===== src/rtl/hit_flash_scheduler.sv =====
// hit_flash_scheduler
// Light-gun hit detection by frame flashing. When a trigger pull is accepted,
// the scheduler draws one all-black frame and then one white frame per live
// target. The photodiode response in each frame decides a hit, a miss, or
// cheat rejection.
//
// Ports
//   clk              pixel clock, rising edge
//   screen_reset     asynchronous, active-high reset
//   frame_tick_i     one-clk pulse at vblank start
//   trigger_i        raw zapper trigger (asynchronous)
//   detect_i         raw zapper photodiode (asynchronous)
//   game_enable_i    high while the game is in play
//   target_active_i  per-target alive mask, latched when a shot is accepted
//   flash_black_o    draw an all-black frame
//   flash_sel_o      one-hot: draw only this target's hit box white
//   shot_fired_o     one-clk pulse when a shot is accepted
//   hit_o, hit_id_o  one-clk hit pulse; hit_id_o holds until the next hit
//   miss_o           one-clk pulse when a shot resolves without a hit
//   cheat_o          one-clk pulse when light is seen in the black frame
//   busy_o           high in every state except IDLE
//
// state    | meaning
// ---------+------------------------------------------------------------
// IDLE     | waiting for a trigger edge while the game is enabled
// WAIT_BLK | shot accepted, waiting for the next frame start
// BLACK    | all-black frame on screen, measuring stray light
// WHITE    | hit box of target cur on screen, measuring light
// HOLD     | shot resolved or aborted, waiting for trigger release
module hit_flash_scheduler #(
  parameter int N_TGT        = 4,
  parameter int DET_MIN      = 8,
  parameter bit CHEAT_REJECT = 1'b1
) (
  input  logic             clk,
  input  logic             screen_reset,
  input  logic             frame_tick_i,
  input  logic             trigger_i,
  input  logic             detect_i,
  input  logic             game_enable_i,
  input  logic [N_TGT-1:0] target_active_i,
  output logic             flash_black_o,
  output logic [N_TGT-1:0] flash_sel_o,
  output logic             shot_fired_o,
  output logic             hit_o,
  output logic [1:0]       hit_id_o,
  output logic             miss_o,
  output logic             cheat_o,
  output logic             busy_o
);

  typedef enum logic [2:0] {IDLE, WAIT_BLK, BLACK, WHITE, HOLD} state_e;

  state_e           state_q, state_d;
  logic [1:0]       trig_sync_q, det_sync_q, fill_q;
  logic             trig_low_q;
  logic [15:0]      det_cnt_q, det_cnt_d;
  logic [N_TGT-1:0] snap_q, snap_d;
  logic [1:0]       cur_q, cur_d;
  logic [1:0]       hit_id_q, hit_id_d;
  logic             shot_q, shot_d, hit_q, hit_d, miss_q, miss_d, cheat_q, cheat_d;

  logic             trig_s, det_s, trig_rise, det_ok;
  logic [2:0]       lowest, nxt;
  logic [N_TGT-1:0] one_hot;

  assign trig_s = trig_sync_q[1];
  assign det_s  = det_sync_q[1];

  // The synchronizer output is only trusted as "released" once both stages
  // hold real samples, so a trigger held through reset never looks like a
  // fresh 0->1 edge.
  assign trig_rise = trig_s & trig_low_q;
  assign det_ok    = det_cnt_q >= 16'(DET_MIN);

  // Returns {found, index} of the lowest set bit of m at or above position from.
  function automatic logic [2:0] find_set(input logic [N_TGT-1:0] m, input int from);
    logic [2:0] r;
    r = 3'b000;
    for (int i = N_TGT - 1; i >= 0; i--) begin
      if (i >= from && m[i]) r = {1'b1, 2'(i)};
    end
    return r;
  endfunction

  assign lowest  = find_set(snap_q, 0);
  assign nxt     = find_set(snap_q, int'(cur_q) + 1);
  assign one_hot = {{(N_TGT-1){1'b0}}, 1'b1} << cur_q;

  always_ff @(posedge clk or posedge screen_reset) begin
    if (screen_reset) begin
      trig_sync_q <= 2'b00;
      det_sync_q  <= 2'b00;
      fill_q      <= 2'b00;
      trig_low_q  <= 1'b0;
    end else begin
      trig_sync_q <= {trig_sync_q[0], trigger_i};
      det_sync_q  <= {det_sync_q[0], detect_i};
      fill_q      <= {fill_q[0], 1'b1};
      trig_low_q  <= fill_q[1] & ~trig_s;
    end
  end

  always_comb begin
    det_cnt_d = det_cnt_q;
    if (frame_tick_i)                     det_cnt_d = 16'd0;
    else if (det_s && det_cnt_q != 16'hFFFF) det_cnt_d = det_cnt_q + 16'd1;
  end

  always_comb begin
    state_d  = state_q;
    snap_d   = snap_q;
    cur_d    = cur_q;
    hit_id_d = hit_id_q;
    shot_d   = 1'b0;
    hit_d    = 1'b0;
    miss_d   = 1'b0;
    cheat_d  = 1'b0;
    case (state_q)
      IDLE: begin
        if (game_enable_i && trig_rise) begin
          shot_d  = 1'b1;
          snap_d  = target_active_i;
          state_d = WAIT_BLK;
        end
      end
      WAIT_BLK: begin
        if (!game_enable_i) state_d = HOLD;
        else if (snap_q == '0) begin
          // Nothing alive to flash: resolve as a miss without drawing anything.
          miss_d  = 1'b1;
          state_d = HOLD;
        end else if (frame_tick_i) state_d = BLACK;
      end
      BLACK: begin
        if (!game_enable_i) state_d = HOLD;
        else if (frame_tick_i) begin
          if (CHEAT_REJECT && det_ok) begin
            cheat_d = 1'b1;
            miss_d  = 1'b1;
            state_d = HOLD;
          end else begin
            cur_d   = lowest[1:0];
            state_d = WHITE;
          end
        end
      end
      WHITE: begin
        if (!game_enable_i) state_d = HOLD;
        else if (frame_tick_i) begin
          if (det_ok) begin
            hit_d    = 1'b1;
            hit_id_d = cur_q;
            state_d  = HOLD;
          end else if (nxt[2]) begin
            cur_d = nxt[1:0];
          end else begin
            miss_d  = 1'b1;
            state_d = HOLD;
          end
        end
      end
      HOLD: begin
        if (!trig_s) state_d = IDLE;
      end
      default: state_d = IDLE;
    endcase
  end

  always_ff @(posedge clk or posedge screen_reset) begin
    if (screen_reset) begin
      state_q   <= IDLE;
      det_cnt_q <= 16'd0;
      snap_q    <= '0;
      cur_q     <= 2'd0;
      hit_id_q  <= 2'd0;
      shot_q    <= 1'b0;
      hit_q     <= 1'b0;
      miss_q    <= 1'b0;
      cheat_q   <= 1'b0;
    end else begin
      state_q   <= state_d;
      det_cnt_q <= det_cnt_d;
      snap_q    <= snap_d;
      cur_q     <= cur_d;
      hit_id_q  <= hit_id_d;
      shot_q    <= shot_d;
      hit_q     <= hit_d;
      miss_q    <= miss_d;
      cheat_q   <= cheat_d;
    end
  end

  // Flash outputs decode straight from state, so they are mutually exclusive
  // and drop the instant reset asserts.
  assign flash_black_o = (state_q == BLACK);
  assign flash_sel_o   = (state_q == WHITE) ? one_hot : '0;
  assign busy_o        = (state_q != IDLE);
  assign shot_fired_o  = shot_q;
  assign hit_o         = hit_q;
  assign hit_id_o      = hit_id_q;
  assign miss_o        = miss_q;
  assign cheat_o       = cheat_q;

endmodule


===== config.mk =====
export PLATFORM = sky130hd
export DESIGN_NAME = hit_flash_scheduler
export DESIGN_NICKNAME = d
export VERILOG_FILES = /design/src/rtl/hit_flash_scheduler.sv
export SDC_FILE = /design/constraint.sdc
export NUM_CORES = 1
export LEC_CHECK = 0
export CAP_MARGIN = 20
export CORE_MARGIN = 5
export CORE_UTILIZATION = 55
export CTS_BUF_LIST = sky130_fd_sc_hd__clkbuf_16
export DETAILED_ROUTE_END_ITERATION = 7
export PLACE_DENSITY = 0.78
export SLEW_MARGIN = 5
export SYNTH_ARGS = -nofsm -noshare
export SYNTH_HDL_FRONTEND = slang
export SYNTH_SLANG_ARGS = --single-unit

===== constraint.sdc =====
create_clock -name clk -period 2.45 [get_ports clk]
set_input_delay 0.245 -clock clk [delete_from_list [all_inputs] [get_ports clk]]
set_output_delay 0.245 -clock clk [all_outputs]
set_load 0.005 [all_outputs]

# After elaboration in Yosys (flattened, before gate mapping)
# Cells that the tools add are included.
# Widths: inputs -> output; s select.
[totals] reg_bits=38 out_inout_bits=12 word_cells=103
[op_classes] n_reduce_logical=15 mux=46 n_shift=1 n_bitwise=3 addsub=2 eq_ne=18 magnitude_cmp=5
[ops] op="$mux 3" count=16
[ops] op="$mux 16" count=2
[ops] op="$mux 2" count=11
[ops] op="$ne 2x2->1 const B" count=9
[ops] op="$add 16x1->16 const B" count=1
[ops] op="$ge 16x4->1 const B" count=1
[ops] op="$ne 16x16->1 const B" count=1
[ops] op="$pmux 3 s5" count=1
[ops] op="$mux 1" count=13
[ops] op="$ne 4x4->1 const B" count=2
[ops] op="$reduce_and 8->1" count=1
[ops] op="$eq 3x2->1 const B" count=2
[ops] op="$ge 1x3->1 const A" count=2
[ops] op="$ge 2x3->1 const A" count=2
[ops] op="$logic_and 1x1->1" count=6
[ops] op="$ne 3x3->1 const B" count=2
[ops] op="$reduce_and 6->1" count=1
[ops] op="$logic_not 4->1" count=1
[ops] op="$mux 4" count=1
[ops] op="$pmux 2 s2" count=1
[ops] op="$reduce_and 4->1" count=1
[ops] op="$reduce_bool 2->1" count=2
[ops] op="$shl 1x2->4 const A" count=1
[ops] op="$add 2x1->3 const B" count=1
[ops] op="8 further kinds" count=9

# Depth between registers and ports, before layout
[logic_depth] word_depth=12 depth_mapped=6 depth_no_buf=6

# Least setup slack after synthesis
# OpenSTA, ideal clock, no wires.
[synth_path] kind="flip-flop to flip-flop" startpoint="register det_cnt_q[13]" endpoint="register hit_id_q[1], in the netlist hit_id_o[1]" n_path_buf=0 path_stages_with_launch=6 path_slack_ns=0.369 t_required_ns=2.325 t_arrival_ns=1.957 setup_ns=0.125 synth_period_minus_slack_ns=2.081 cell_sequence="dfrtp_1 > or4_4 > or4_4 > nor2_2 > or3b_2 > mux2_2"
[synth_between] elab_chain_len=2
[synth_lines] item="start: declaration" line_no="57" source="logic [15:0] det_cnt_q, det_cnt_d;"
[synth_lines] item="start signal: assignment" line_no="183" source="det_cnt_q <= det_cnt_d;"
[synth_lines] item="$ge 16x4->1" line_no="74" source="assign det_ok = det_cnt_q >= 16'(DET_MIN);"
[synth_lines] item="$reduce_and 4->1 (no source line)"
[synth_lines] item="end signal: assignment" line_no="186" source="hit_id_q <= hit_id_d;"
[synth_lines] item="end: declaration" line_no="60" source="logic [1:0] hit_id_q, hit_id_d;"
# No other way between the ends.
# A chain may end at the register's enable or synchronous reset.

# Worst setup path after layout
[layout_path] startpoint="register state_q[0]" endpoint="output port flash_sel_o[2]"
[layout_between] elab_chain_len=2
[layout_lines] item="start: declaration" line_no="54" source="state_e state_q, state_d;"
[layout_lines] item="start signal: assignment" line_no="182" source="state_q <= state_d;"
[layout_lines] item="$eq 3x2->1" line_no="197" source="assign flash_sel_o = (state_q == WHITE) ? one_hot : '0;"
[layout_lines] item="$mux 4" line_no="197"
[layout_lines] item="end: declaration" line_no="43" source="output logic [N_TGT-1:0] flash_sel_o,"
# No other way between the ends.

==> qor.csv <==
metric,value,unit
port_buffers,21,
power.leakage,1.01,nW
cts_tree,yes,
syn-num-nets,212,
hold_violations,0,
cts_buffers,5,
synth_area_per_cell,9.70,µm²
path_class,reg -> out,
die-width,69.4,µm
ys_ff_latch,38,
power,2.20,mW
setup_tns,0,ns
drv_slew,0,
detailed_place.area,2200,µm²
clk_pin_slew,0.06,ns
fmax,447,MHz
hold_buffers,0,
cts_setup_buffers,0,
path_max_fanout,10,
layout_commonest_cell,dfrtp_1,
worst_slack,0.212,ns
power_switching,665,µW
num_antenna_cells,0,
synth_top_area_share,49.0,%
tightestPinTransition,0.653,ns
outcome,completed,
intPower,1.53,mW
min-delay-path-class,reg -> reg,
die_height,69.4,µm
synth.distinct_cells,49,
layout.cells.non_filler,273,
cp.required,2.20,ns
dp_slack,0.0770,ns
grt_pass1_wl,7590,µm
root_buffer,clkbuf_16,
setup_viol,0,
ir_worst_vdd,694,µV
routed_wirelength,4420,µm
max_stage_delay,0.55,ns
synth_area_leaders,"dfrtp_1 (49%), xnor2_1 (5.4%), nand2_1 (3.9%)",
num_rows,21,
clkLatencyLatePin,0.29,ns
drt_iter0_markers,125,
synth_flop_cell,dfrtp_1,
syn_to_final_growth,23.4,%
synthArstFlopShare,100,%
critPathBufInv,1,
place_inst,265,
max_slew_margin,56.1,%
start_util,57.7,%
cts_sinks,38,
dieArea,4810,µm²
synth_top_cell_by_area,dfrtp_1,
sequentialPowerShare,39.4,%
start_kind,flip-flop,
rsz0062_at_grt,false,
end_kind,output pin,
layout_common_cells,"dfrtp_1 (37), clkdlybuf4s50_1 (21), nand2_1 (20)",
ys_warn_count,0,
period_needed,2.24,ns
cts-htree-levels,2,
coreArea,3360,µm²
timing.reg2reg.setup_slack,0.25,ns
synth_edf_count,0,
grt_pass1_vias,1655,
dp_hpwl,3000,µm
combPwrFrac,22.9,%
detail_route.vias_per_cell,6.11,
stdcell_area,2390,µm²
crit_arrival,1.99,ns
cpLargestDelayFamily,simple AND/OR/NAND/NOR gates,
final_nets,238,
syn-cell-area,1940,µm²
fin_crit_sh,91.4,%
clkPwrFrac,37.7,%
routedWlPerCell,16.2,µm
yosysSeqAreaShare,49.0,%
switching_share,30.2,%
fillerInstances,287,
globalplace.congestion,0.880,
drive_gt1_share,10.1,%
overflow,0,
antenna_left,0,
io-pin-count,22,
cts_buffer_depth,2,
ctsResizeCount,0,
vias,1669,
drc,0,
path_cells,nor2b_1 -> nand2_1 -> nor3_1 -> clkdlybuf4s50_1,
slowest_stage,clkdlybuf4s50_1,
antenna_found_initial,0,
powerDensity,919,nW/µm²
synth_cells,200,
drt_pre_antenna_iters,4,
grt_start_max_net_pins,39,
grt.total_usage,19.8,%
skew,0.00653,ns
maxCapViolCount,0,
routing by layer:
layer	share of wire [%]	track usage (%)	vias up
li1	-	-	774
met1	39	23.3	811
met2	50	32.2	69
met3	7.4	6.09	15
met4	3.1	10.6	0
met5	0	0	-
path summary, 6_finish.rpt:
kind,start,endpoint,depth (start not counted)
worst max-delay path,state_q[0]$_DFFE_PP0P_,flash_sel_o[2],4
worst min-delay path,trig_sync_q[0]$_DFF_PP0_,trig_sync_q[1]$_DFF_PP0_,0
worst max register to register,det_cnt_q[13]$_DFFE_PP0P_,hit_id_o[1]$_DFFE_PP0P_,5
worst min register to register,trig_sync_q[0]$_DFF_PP0_,trig_sync_q[1]$_DFF_PP0_,0
max in group asynchronous,screen_reset,state_q[0]$_DFFE_PP0P_,3
min in group asynchronous,screen_reset,det_sync_q[0]$_DFF_PP0_,3
registers in the layout, indices dropped and copies added (netlist names):
| signal | cells |
|---|---|
| det_sync_q | 2 |
| det_cnt_q | 16 |
| hit_o | 1 |
| cheat_o | 1 |
| fill_q | 2 |
| shot_fired_o | 1 |
| state_q | 3 |
| trig_sync_q | 2 |
| hit_id_o | 2 |
| miss_o | 1 |
| trig_low_q | 1 |
| snap_q | 4 |
| cur_q | 2 |
per-stage QoR:
stage	util (%)	hold slack, ns
CTS	71.1	0.350
detailed placement	65.5	0.338
global placement	65.5	0.335
finish	71.1	0.348
floorplan	-	0.276
global route	71.1	0.364
kinds of logic (layout without fill, tap and decap cells):
| group | Yosys count | count (layout) | share of synthesized area (%) |
|---|---|---|---|
| flops | 38 | 38 | 49.0 |
| buf+inv | 14 | 41 | 3.16 |
| simple gates | 97 | 97 | 27.2 |
| mux | 5 | 5 | 2.71 |
| xor+xnor | 12 | 12 | 5.42 |
| other cells | 1 | 1 | 0.193 |
| compound gates | 31 | 31 | 11.0 |
| fa+ha+maj | 2 | 2 | 1.29 |
final cells by class:
| class | instances | area [µm²] | area share, % |
|---|---|---|---|
| timing repair buffer | 24 | 233 | 9.73 |
| inverter | 9 | 33.8 | 1.41 |
| tap | 46 | 57.6 | 2.41 |
| sequential | 38 | 952 | 39.8 |
| clock inverter | 3 | 63.8 | 2.67 |
| multi-input combinational | 148 | 927 | 38.8 |
| clock buffer | 5 | 125 | 5.23 |
Yosys cell counts, types with 2 or more instances:
library cell	count
a22oi_1	2
clkbuf_1	3
nand2b_1	2
inv_1	9
mux2i_1	3
nor4_1	6
nor3b_1	3
nor3_1	12
nand2_1	20
and3_1	2
a21oi_1	9
o31ai_1	3
or3_1	2
nand3_1	9
nor2b_1	4
o21ai_0	5
nand4_1	6
or4_4	2
xnor2_1	12
ha_1	2
dfrtp_1	38
nor2_1	19
power by group through the flow:
stage	combinational, mW	sequential (mW)	clock [mW]
after global routing	0.557	0.880	0.867
after floorplan	0.380	0.801	0
after global placement	0.475	0.855	0
final	0.503	0.867	0.829
after CTS	0.501	0.857	0.839
after detailed placement	0.495	0.863	0
No activity file was read; power rests on OpenSTA's default activity.
